File: config.mk
export PLATFORM = sky130hd
export DESIGN_NAME = fm_stream_reader_flat
export DESIGN_NICKNAME = d
export VERILOG_FILES = /design/src/rtl/fm_stream_reader_pkg.sv /design/src/rtl/fm_stream_reader_if.sv /design/src/rtl/fm_stream_reader_fifo.sv /design/src/rtl/fm_stream_reader.sv /design/src/flat_wrapper.sv
export SDC_FILE = /design/constraint.sdc
export NUM_CORES = 1
export LEC_CHECK = 0
export BUFFER_PORTS_ARGS = -buffer_cell sky130_fd_sc_hd__buf_2
export CORE_ASPECT_RATIO = 1.2
export CORE_MARGIN = 2
export CORE_UTILIZATION = 30
export CTS_BUF_LIST = sky130_fd_sc_hd__clkbuf_8
export DETAILED_ROUTE_END_ITERATION = 12
export HOLD_SLACK_MARGIN = 0.03
export PLACE_DENSITY_LB_ADDON = 0.25
export REMOVE_ABC_BUFFERS = 1
export SYNTH_ARGS = -nofsm -noshare
export SYNTH_HDL_FRONTEND = slang
export SYNTH_SLANG_ARGS = --single-unit
File: constraint.sdc
create_clock -name clk -period 10.03 [get_ports clk]
set_clock_uncertainty 0.05 [all_clocks]
set_input_delay 0 -clock clk [delete_from_list [all_inputs] [get_ports clk]]
set_output_delay 0 -clock clk [all_outputs]
set_load 0.1 [all_outputs]
File: src/rtl/fm_stream_reader_pkg.sv
// Shared widths, FSM state type and beat-width helper for the FM stream reader.
package fm_stream_reader_pkg;

    localparam int W_SIZE_D    = 8;
    localparam int W_CHANNEL_D = 6;
    localparam int FM_DW_D     = 32;
    localparam int FM_AW_D     = 12;

    typedef enum logic [1:0] {
        S_IDLE  = 2'd0,
        S_RUN   = 2'd1,
        S_DRAIN = 2'd2,
        S_DONE  = 2'd3
    } state_t;

    // One FIFO entry: data word, row tag, column tag, channel-tile tag, last flag.
    function automatic int beat_width(input int dw, input int ws, input int wc);
        return dw + 2 * ws + wc + 1;
    endfunction

endpackage

File: src/rtl/fm_stream_reader_if.sv
// FM read port plus tagged output stream, seen from the reader (master) side.
interface fm_stream_reader_if #(
    parameter int W_SIZE    = 8,
    parameter int W_CHANNEL = 6,
    parameter int FM_DW     = 32,
    parameter int FM_AW     = 12
);
    logic                 o_fm_rd_en;
    logic [FM_AW-1:0]     o_fm_rd_addr;
    logic [FM_DW-1:0]     i_fm_rd_data;
    logic                 o_data_vld;
    logic                 i_ready;
    logic [FM_DW-1:0]     o_data;
    logic [W_SIZE-1:0]    o_row;
    logic [W_SIZE-1:0]    o_col;
    logic [W_CHANNEL-1:0] o_chn;
    logic                 o_last;

    modport master (
        output o_fm_rd_en, o_fm_rd_addr, o_data_vld, o_data, o_row, o_col, o_chn, o_last,
        input  i_fm_rd_data, i_ready
    );

    modport slave (
        input  o_fm_rd_en, o_fm_rd_addr, o_data_vld, o_data, o_row, o_col, o_chn, o_last,
        output i_fm_rd_data, i_ready
    );
endinterface

File: src/rtl/fm_stream_reader_fifo.sv
// Two-entry synchronous FIFO holding returned FM words with their tags.
module fm_stream_fifo #(
    parameter int DW = 55
) (
    input  logic          clk,
    input  logic          rstn,
    input  logic          i_push,
    input  logic          i_pop,
    input  logic [DW-1:0] i_din,
    output logic [DW-1:0] o_dout,
    output logic          o_full,
    output logic          o_empty,
    output logic [1:0]    o_count
);
    logic [DW-1:0] r_mem [2];
    logic          r_wr_ptr;
    logic          r_rd_ptr;
    logic [1:0]    r_count;
    logic          w_wr;
    logic          w_rd;

    assign o_full  = (r_count == 2'd2);
    assign o_empty = (r_count == 2'd0);
    assign o_count = r_count;
    assign o_dout  = r_mem[r_rd_ptr];

    // A push into a full FIFO is only taken when the head leaves in the same cycle.
    assign w_wr = i_push && (!o_full || i_pop);
    assign w_rd = i_pop && !o_empty;

    always_ff @(posedge clk or negedge rstn) begin
        if (!rstn) begin
            for (int i = 0; i < 2; i++) r_mem[i] <= '0;
            r_wr_ptr <= 1'b0;
            r_rd_ptr <= 1'b0;
            r_count  <= 2'd0;
        end else begin
            if (w_wr) begin
                r_mem[r_wr_ptr] <= i_din;
                r_wr_ptr        <= ~r_wr_ptr;
            end
            if (w_rd) r_rd_ptr <= ~r_rd_ptr;
            r_count <= r_count + 2'(w_wr) - 2'(w_rd);
        end
    end
endmodule

File: src/rtl/fm_stream_reader.sv
// Walks a stored feature map (channel tile, row, column) and streams each word with its tags.
//  state   | meaning
//  IDLE    | waiting for i_start; dimensions sampled on accept
//  RUN     | issuing reads under the FIFO credit limit
//  DRAIN   | all reads issued; waiting for the final beat to be accepted
//  DONE    | one-cycle completion pulse, then back to IDLE
module fm_stream_reader
    import fm_stream_reader_pkg::*;
#(
    parameter int W_SIZE    = W_SIZE_D,
    parameter int W_CHANNEL = W_CHANNEL_D,
    parameter int FM_DW     = FM_DW_D,
    parameter int FM_AW     = FM_AW_D
) (
    input  logic                 clk,
    input  logic                 rstn,
    input  logic                 i_start,
    input  logic [W_SIZE-1:0]    q_width,
    input  logic [W_SIZE-1:0]    q_height,
    input  logic [W_CHANNEL-1:0] q_channel,
    output logic                 o_busy,
    output logic                 o_done,
    fm_stream_reader_if.master   bus
);
    localparam int BW = beat_width(FM_DW, W_SIZE, W_CHANNEL);

    state_t               r_state;
    logic                 r_busy;
    logic                 r_done;
    logic [W_SIZE-1:0]    r_q_w;
    logic [W_SIZE-1:0]    r_q_h;
    logic [W_CHANNEL-1:0] r_q_c;
    logic [W_SIZE-1:0]    r_col;
    logic [W_SIZE-1:0]    r_row;
    logic [W_CHANNEL-1:0] r_chn;
    logic [FM_AW-1:0]     r_addr;
    logic                 r_ret;
    logic [W_SIZE-1:0]    r_ret_row;
    logic [W_SIZE-1:0]    r_ret_col;
    logic [W_CHANNEL-1:0] r_ret_chn;
    logic                 r_ret_last;

    logic                 w_zero_dim;
    logic                 w_col_end;
    logic                 w_row_end;
    logic                 w_chn_end;
    logic                 w_pix_last;
    logic [W_CHANNEL-1:0] w_chn_nxt;
    logic [FM_AW-1:0]     w_step;
    logic                 w_pop;
    logic                 w_full;
    logic                 w_empty;
    logic [1:0]           w_count;
    logic [2:0]           w_occ;
    logic                 w_issue;
    logic [BW-1:0]        w_push_beat;
    logic [BW-1:0]        w_head;

    assign w_zero_dim = (q_width == '0) || (q_height == '0) || (q_channel == '0);
    assign w_col_end  = (r_col == r_q_w - W_SIZE'(1));
    assign w_row_end  = (r_row == r_q_h - W_SIZE'(1));
    assign w_chn_end  = (r_chn == r_q_c - W_CHANNEL'(1));
    assign w_pix_last = w_col_end && w_row_end && w_chn_end;
    assign w_chn_nxt  = r_chn + W_CHANNEL'(1);
    assign w_step     = FM_AW'(r_q_c);

    // Entries that will exist once this cycle's read returns must fit in two slots.
    assign w_pop   = !w_empty && bus.i_ready;
    assign w_occ   = {1'b0, w_count} + {2'b00, r_ret} - {2'b00, w_pop};
    assign w_issue = (r_state == S_RUN) && (w_occ <= 3'd1) && !(w_full && !w_pop);

    always_ff @(posedge clk or negedge rstn) begin
        if (!rstn) begin
            r_state <= S_IDLE;
            r_busy  <= 1'b0;
            r_done  <= 1'b0;
        end else begin
            case (r_state)
                S_IDLE: begin
                    r_done <= 1'b0;
                    if (i_start) begin
                        r_busy <= 1'b1;
                        if (w_zero_dim) begin
                            r_state <= S_DONE;
                            r_done  <= 1'b1;
                        end else begin
                            r_state <= S_RUN;
                        end
                    end
                end
                S_RUN: begin
                    if (w_issue && w_pix_last) r_state <= S_DRAIN;
                end
                S_DRAIN: begin
                    // The last-tagged beat is the final word, so its pop empties the pipeline.
                    if (w_pop && bus.o_last) begin
                        r_state <= S_DONE;
                        r_done  <= 1'b1;
                    end
                end
                S_DONE: begin
                    r_state <= S_IDLE;
                    r_done  <= 1'b0;
                    r_busy  <= 1'b0;
                end
                default: begin
                    r_state <= S_IDLE;
                    r_done  <= 1'b0;
                    r_busy  <= 1'b0;
                end
            endcase
        end
    end

    always_ff @(posedge clk or negedge rstn) begin
        if (!rstn) begin
            r_q_w      <= '0;
            r_q_h      <= '0;
            r_q_c      <= '0;
            r_col      <= '0;
            r_row      <= '0;
            r_chn      <= '0;
            r_addr     <= '0;
            r_ret      <= 1'b0;
            r_ret_row  <= '0;
            r_ret_col  <= '0;
            r_ret_chn  <= '0;
            r_ret_last <= 1'b0;
        end else begin
            r_ret <= w_issue;
            if (r_state == S_IDLE && i_start) begin
                r_q_w  <= q_width;
                r_q_h  <= q_height;
                r_q_c  <= q_channel;
                r_col  <= '0;
                r_row  <= '0;
                r_chn  <= '0;
                r_addr <= '0;
            end else if (w_issue) begin
                r_ret_row  <= r_row;
                r_ret_col  <= r_col;
                r_ret_chn  <= r_chn;
                r_ret_last <= w_pix_last;
                if (!w_col_end) begin
                    r_col  <= r_col + W_SIZE'(1);
                    r_addr <= r_addr + w_step;
                end else begin
                    r_col <= '0;
                    if (!w_row_end) begin
                        r_row  <= r_row + W_SIZE'(1);
                        r_addr <= r_addr + w_step;
                    end else begin
                        // New channel tile restarts at its own base address.
                        r_row  <= '0;
                        r_chn  <= w_chn_nxt;
                        r_addr <= FM_AW'(w_chn_nxt);
                    end
                end
            end
        end
    end

    assign w_push_beat = {bus.i_fm_rd_data, r_ret_row, r_ret_col, r_ret_chn, r_ret_last};

    fm_stream_fifo #(.DW(BW)) u_fifo (
        .clk     (clk),
        .rstn    (rstn),
        .i_push  (r_ret),
        .i_pop   (w_pop),
        .i_din   (w_push_beat),
        .o_dout  (w_head),
        .o_full  (w_full),
        .o_empty (w_empty),
        .o_count (w_count)
    );

    assign {bus.o_data, bus.o_row, bus.o_col, bus.o_chn, bus.o_last} = w_head;
    assign bus.o_data_vld   = !w_empty;
    assign bus.o_fm_rd_en   = w_issue;
    assign bus.o_fm_rd_addr = r_addr;
    assign o_busy           = r_busy;
    assign o_done           = r_done;
endmodule
File: src/flat_wrapper.sv
// flat-port wrapper written by rule: the top's interface ports become plain ports
module fm_stream_reader_flat import fm_stream_reader_pkg::*;
#(
    parameter int W_SIZE    = W_SIZE_D,
    parameter int W_CHANNEL = W_CHANNEL_D,
    parameter int FM_DW     = FM_DW_D,
    parameter int FM_AW     = FM_AW_D
)
  (clk, rstn, i_start, q_width, q_height, q_channel, o_busy, o_done, bus_o_fm_rd_en, bus_o_fm_rd_addr, bus_o_data_vld, bus_o_data, bus_o_row, bus_o_col, bus_o_chn, bus_o_last, bus_i_fm_rd_data, bus_i_ready);
  fm_stream_reader_if #(.W_SIZE(W_SIZE), .W_CHANNEL(W_CHANNEL), .FM_DW(FM_DW), .FM_AW(FM_AW)) bus_i ();
  input  logic clk;
  input  logic rstn;
  input  logic i_start;
  input  logic [W_SIZE-1:0] q_width;
  input  logic [W_SIZE-1:0] q_height;
  input  logic [W_CHANNEL-1:0] q_channel;
  output logic o_busy;
  output logic o_done;
  output wire logic [$bits(bus_i.o_fm_rd_en)-1:0] bus_o_fm_rd_en;
  output wire logic [$bits(bus_i.o_fm_rd_addr)-1:0] bus_o_fm_rd_addr;
  output wire logic [$bits(bus_i.o_data_vld)-1:0] bus_o_data_vld;
  output wire logic [$bits(bus_i.o_data)-1:0] bus_o_data;
  output wire logic [$bits(bus_i.o_row)-1:0] bus_o_row;
  output wire logic [$bits(bus_i.o_col)-1:0] bus_o_col;
  output wire logic [$bits(bus_i.o_chn)-1:0] bus_o_chn;
  output wire logic [$bits(bus_i.o_last)-1:0] bus_o_last;
  input wire logic [$bits(bus_i.i_fm_rd_data)-1:0] bus_i_fm_rd_data;
  input wire logic [$bits(bus_i.i_ready)-1:0] bus_i_ready;
  assign bus_o_fm_rd_en = bus_i.o_fm_rd_en;
  assign bus_o_fm_rd_addr = bus_i.o_fm_rd_addr;
  assign bus_o_data_vld = bus_i.o_data_vld;
  assign bus_o_data = bus_i.o_data;
  assign bus_o_row = bus_i.o_row;
  assign bus_o_col = bus_i.o_col;
  assign bus_o_chn = bus_i.o_chn;
  assign bus_o_last = bus_i.o_last;
  assign bus_i.i_fm_rd_data = bus_i_fm_rd_data;
  assign bus_i.i_ready = bus_i_ready;
  fm_stream_reader #(.W_SIZE(W_SIZE), .W_CHANNEL(W_CHANNEL), .FM_DW(FM_DW), .FM_AW(FM_AW)) u_core (.clk(clk), .rstn(rstn), .i_start(i_start), .q_width(q_width), .q_height(q_height), .q_channel(q_channel), .o_busy(o_busy), .o_done(o_done), .bus(bus_i));
endmodule
==> impl_metrics.json <==
{
  "global_route.usage.total_pct": 13.9,
  "max_freq_mhz": 239,
  "wl_met3_um": 774,
  "detail_route.wl_per_cell_um": 15.6,
  "worst_setup_path_startpoint": "u_core.u_fifo.o_count[1]$_DFF_PN0_",
  "crit_chain": "o21ai_0 > inv_1 > ha_1 > inv_1 > ha_1 > inv_1 > fa_1 > o211ai_1 > buf_4 > inv_2 > nand2_1 > or3_1 > a31oi_1",
  "met2_layer_wire_length_in_the_routed_design_um": 11300,
  "grt_remaining_overflow": 0,
  "outcome": "completed",
  "floorplan.die_area_mm2": 0.0341,
  "endpoint_kind": "flip-flop",
  "synth_compound_area_share_pct": 8.24,
  "finalNonFillerCells": 1461,
  "drt_iter0_markers": 301,
  "synthesized_cell_area_mm2": 0.00979,
  "cpMaxStageDelayCell": "nand2_1",
  "postSynth.topFlopCell": "dfrtp_1",
  "synth_top_family_by_area": "multiplexers",
  "routabilityCongestion": 0.786,
  "worst-setup-path-type": "flip-flop to flip-flop",
  "wl_met1_um": 10400,
  "area.growth.synth_to_final_pct": 20.6,
  "number_of_antenna_violations_at_the_first_check_in_global_routing": 0,
  "grt_start_max_net_pins": 85,
  "utilization_pct": 36.7,
  "detailedPlacementHpwl_um": 14900,
  "adder_cell_share_of_the_synthesized_area_pct": 2.96,
  "grt_pass1_wl_um": 38000,
  "yosys_register_bits": 198,
  "port_buffers": 128,
  "total_power_mw": 3.62,
  "synthesized_netlist_cell_count": 874,
  "hold_class": "input pin to asynchronous set/reset pin",
  "cts_resized": 0,
  "worst_pin_slew_ns": 1.06,
  "final-hold-violation-count": 0,
  "yosysWarnings": 0,
  "ioPinCount": 129,
  "dr_total_vias": 7077,
  "cp.required_ns": 10.38,
  "fin_area_mm2": 0.0118,
  "timing.final.crit_period_ns": 4.19,
  "layout.nets": 1121,
  "timing.hold.ws_ns": 0.0650,
  "synth_seq_area_share_pct": 50.6,
  "static_leakage_nw": 5.65,
  "startpoint_class_of_the_critical_path": "flip-flop",
  "fp-row-count": 72,
  "max_slew_margin_pct": 29.0,
  "cts_tree": "built",
  "insertion_delay_ns": 0.49,
  "number_of_flops_mapped_to_enable_cells_by_yosys": 0,
  "detail_route.vias_per_cell": 4.84,
  "cts_htree_levels": 4,
  "drv.max_cap_violation_count": 0,
  "drc": 0,
  "antenna_left": 0,
  "root_buffer": "clkbuf_8",
  "grt_pass1_vias": 7293,
  "cp.arrival_ns": 4.54,
  "grt_setup_unrepaired": "no",
  "timing.critical_path.max_delay_family": "simple AND/OR/NAND/NOR gates",
  "preCtsSetupSlack_ns": 5.77,
  "worst-path-max-fanout": 28,
  "synth_simple_gate_area_share_pct": 13.2,
  "pwr_cell_area_mw_per_mm2": 306,
  "number_of_pins_with_negative_max_slew_slack_in_the_final_report": 0,
  "clock-sinks": 198,
  "path_clk_slew_ns": 0.11,
  "initial_core_util_pct": 30.5,
  "synthDistinctLibCells": 58,
  "layout-drive-gt1-share_pct": 33.6,
  "setup-violations-final": 0,
  "cts-buffers-inserted": 17,
  "first_pass_iters": 4,
  "die-width_um": 169,
  "detailed_place.area_mm2": 0.0109,
  "floorplan.die.height_um": 202,
  "max-clock-path-buffers": 2,
  "setup_ws_ns": 5.84,
  "route.top_layer_used": "met4",
  "wirelength_um": 22800,
  "postSynth.asyncResetShare_pct": 100,
  "cpMostUsedCell": "inv_1",
  "setup-tns-final_ns": 0,
  "antenna-diode-count": 0,
  "coreArea_mm2": 0.0322,
  "post_syn_area_per_cell_um2": 11.2,
  "placed_cell_count": 1372,
  "synth_mux_area_share_pct": 19.2,
  "crit_path_max_incr_delay_ns": 0.68,
  "xor_xnor_cell_area_share_of_the_yosys_netlist_pct": 3.04,
  "critPathBufInv": 5,
  "reg2reg_from": "u_core.u_fifo.o_count[1]$_DFF_PN0_",
  "worst_vdd_rail_ir_drop_v": 0.000172,
  "fraction_of_the_cycle_the_final_worst_path_needs_pct": 41.8
}
[area by class of cell]
class	count	area, µm²
fill	3199	20300
sequential	198	4960
multi-input combinational	607	4590
timing repair buffer	195	1290
tap	407	509
clock buffer	17	234
clock inverter	15	149
inverter	22	82.6
[timing repair]
item	4_1_cts	5_1_grt
setup buffers	0	0
hold buffers	57	0
endpoints found under the hold margin	172	0
[kinds of logic (layout without fill, tap and decap cells)]
logic type,after synthesis,after routing
XOR/XNOR,34,34
multiplexers,167,167
buffers and inverters,69,249
adder cells (fa/ha/maj),22,22
flip-flops,198,198
AO/OA/AOI/OAI,117,117
AND/OR/NAND/NOR,267,267
[Yosys cell counts (10+ instances only)]
cell      instances  share of area (%)
a31oi_1          10               0.64
dfrtp_1         198                 51
or3_1            15               0.96
nand3_1          17               0.87
inv_1            21               0.80
nand2_1         148                5.7
xor2_1           14                1.3
o21ai_0          28                1.4
ha_1             20                2.6
mux2_2          164                 19
nor2_1           21               0.80
xnor2_1          20                1.8
a21oi_1          22                1.1
clkbuf_1         37                1.4
[path summary, 6_finish.rpt]
check	depth (start not counted)	slack, ns	endpoint
worst min-delay path	2	0.06	u_core.r_q_c[0]$_DFFE_PN0P_
min in group clk	4	0.19	u_core.r_q_c[5]$_DFFE_PN0P_
worst max-delay path	13	5.84	u_core.r_col[4]$_DFFE_PN0P_
worst min register to register	2	0.46	u_core.r_q_h[7]$_DFFE_PN0P_
max in group asynchronous	3	8.53	u_core.u_fifo.r_mem[43]$_DFFE_PN0P_
worst max register to register	13	5.84	u_core.r_col[4]$_DFFE_PN0P_
[power by group]
part           total, mW  internal, mW  switching (mW)
clock              0.506         0.203           0.303
sequential          1.19          1.01           0.174
combinational       1.92         0.561            1.36
total               3.62          1.78            1.84
[sequential cells by signal (all words and copies together) (netlist names), 2 cells and up]
register	flops
u_core.r_chn	6
u_core.bus.o_fm_rd_addr	12
u_core.r_q_h	8
u_core.r_ret_row	8
u_core.r_row	8
u_core.u_fifo.r_mem	110
u_core.r_q_c	6
u_core.r_state	2
u_core.r_col	8
u_core.u_fifo.o_count	2
u_core.r_ret_col	8
u_core.r_ret_chn	6
u_core.r_q_w	8
[placed cells by master, fill, tap and decap left out, types with 14 or more instances in the layout]
cell | netlist | layout
dfrtp_1 | 198 | 197
mux2_2 | 164 | 164
nand2_1 | 148 | 148
buf_2 | 5 | 127
dlygate4sd3_1 | 0 | 57
o21ai_0 | 28 | 28
a21oi_1 | 22 | 22
inv_1 | 21 | 21
xnor2_1 | 20 | 20
ha_1 | 20 | 20
nor2_1 | 21 | 19
clkbuf_8 | 0 | 18
nand3_1 | 17 | 16
or3_1 | 15 | 15
xor2_1 | 14 | 14
[layer usage]
metal / vias up / GRT usage, %
li1: 3443 / -
met2: 114 / 24.1
met3: 17 / 2.27
met1: 3503 / 17.8
met5: - / 0
met4: 0 / 4.25
No activity file was read; power rests on OpenSTA's default activity.
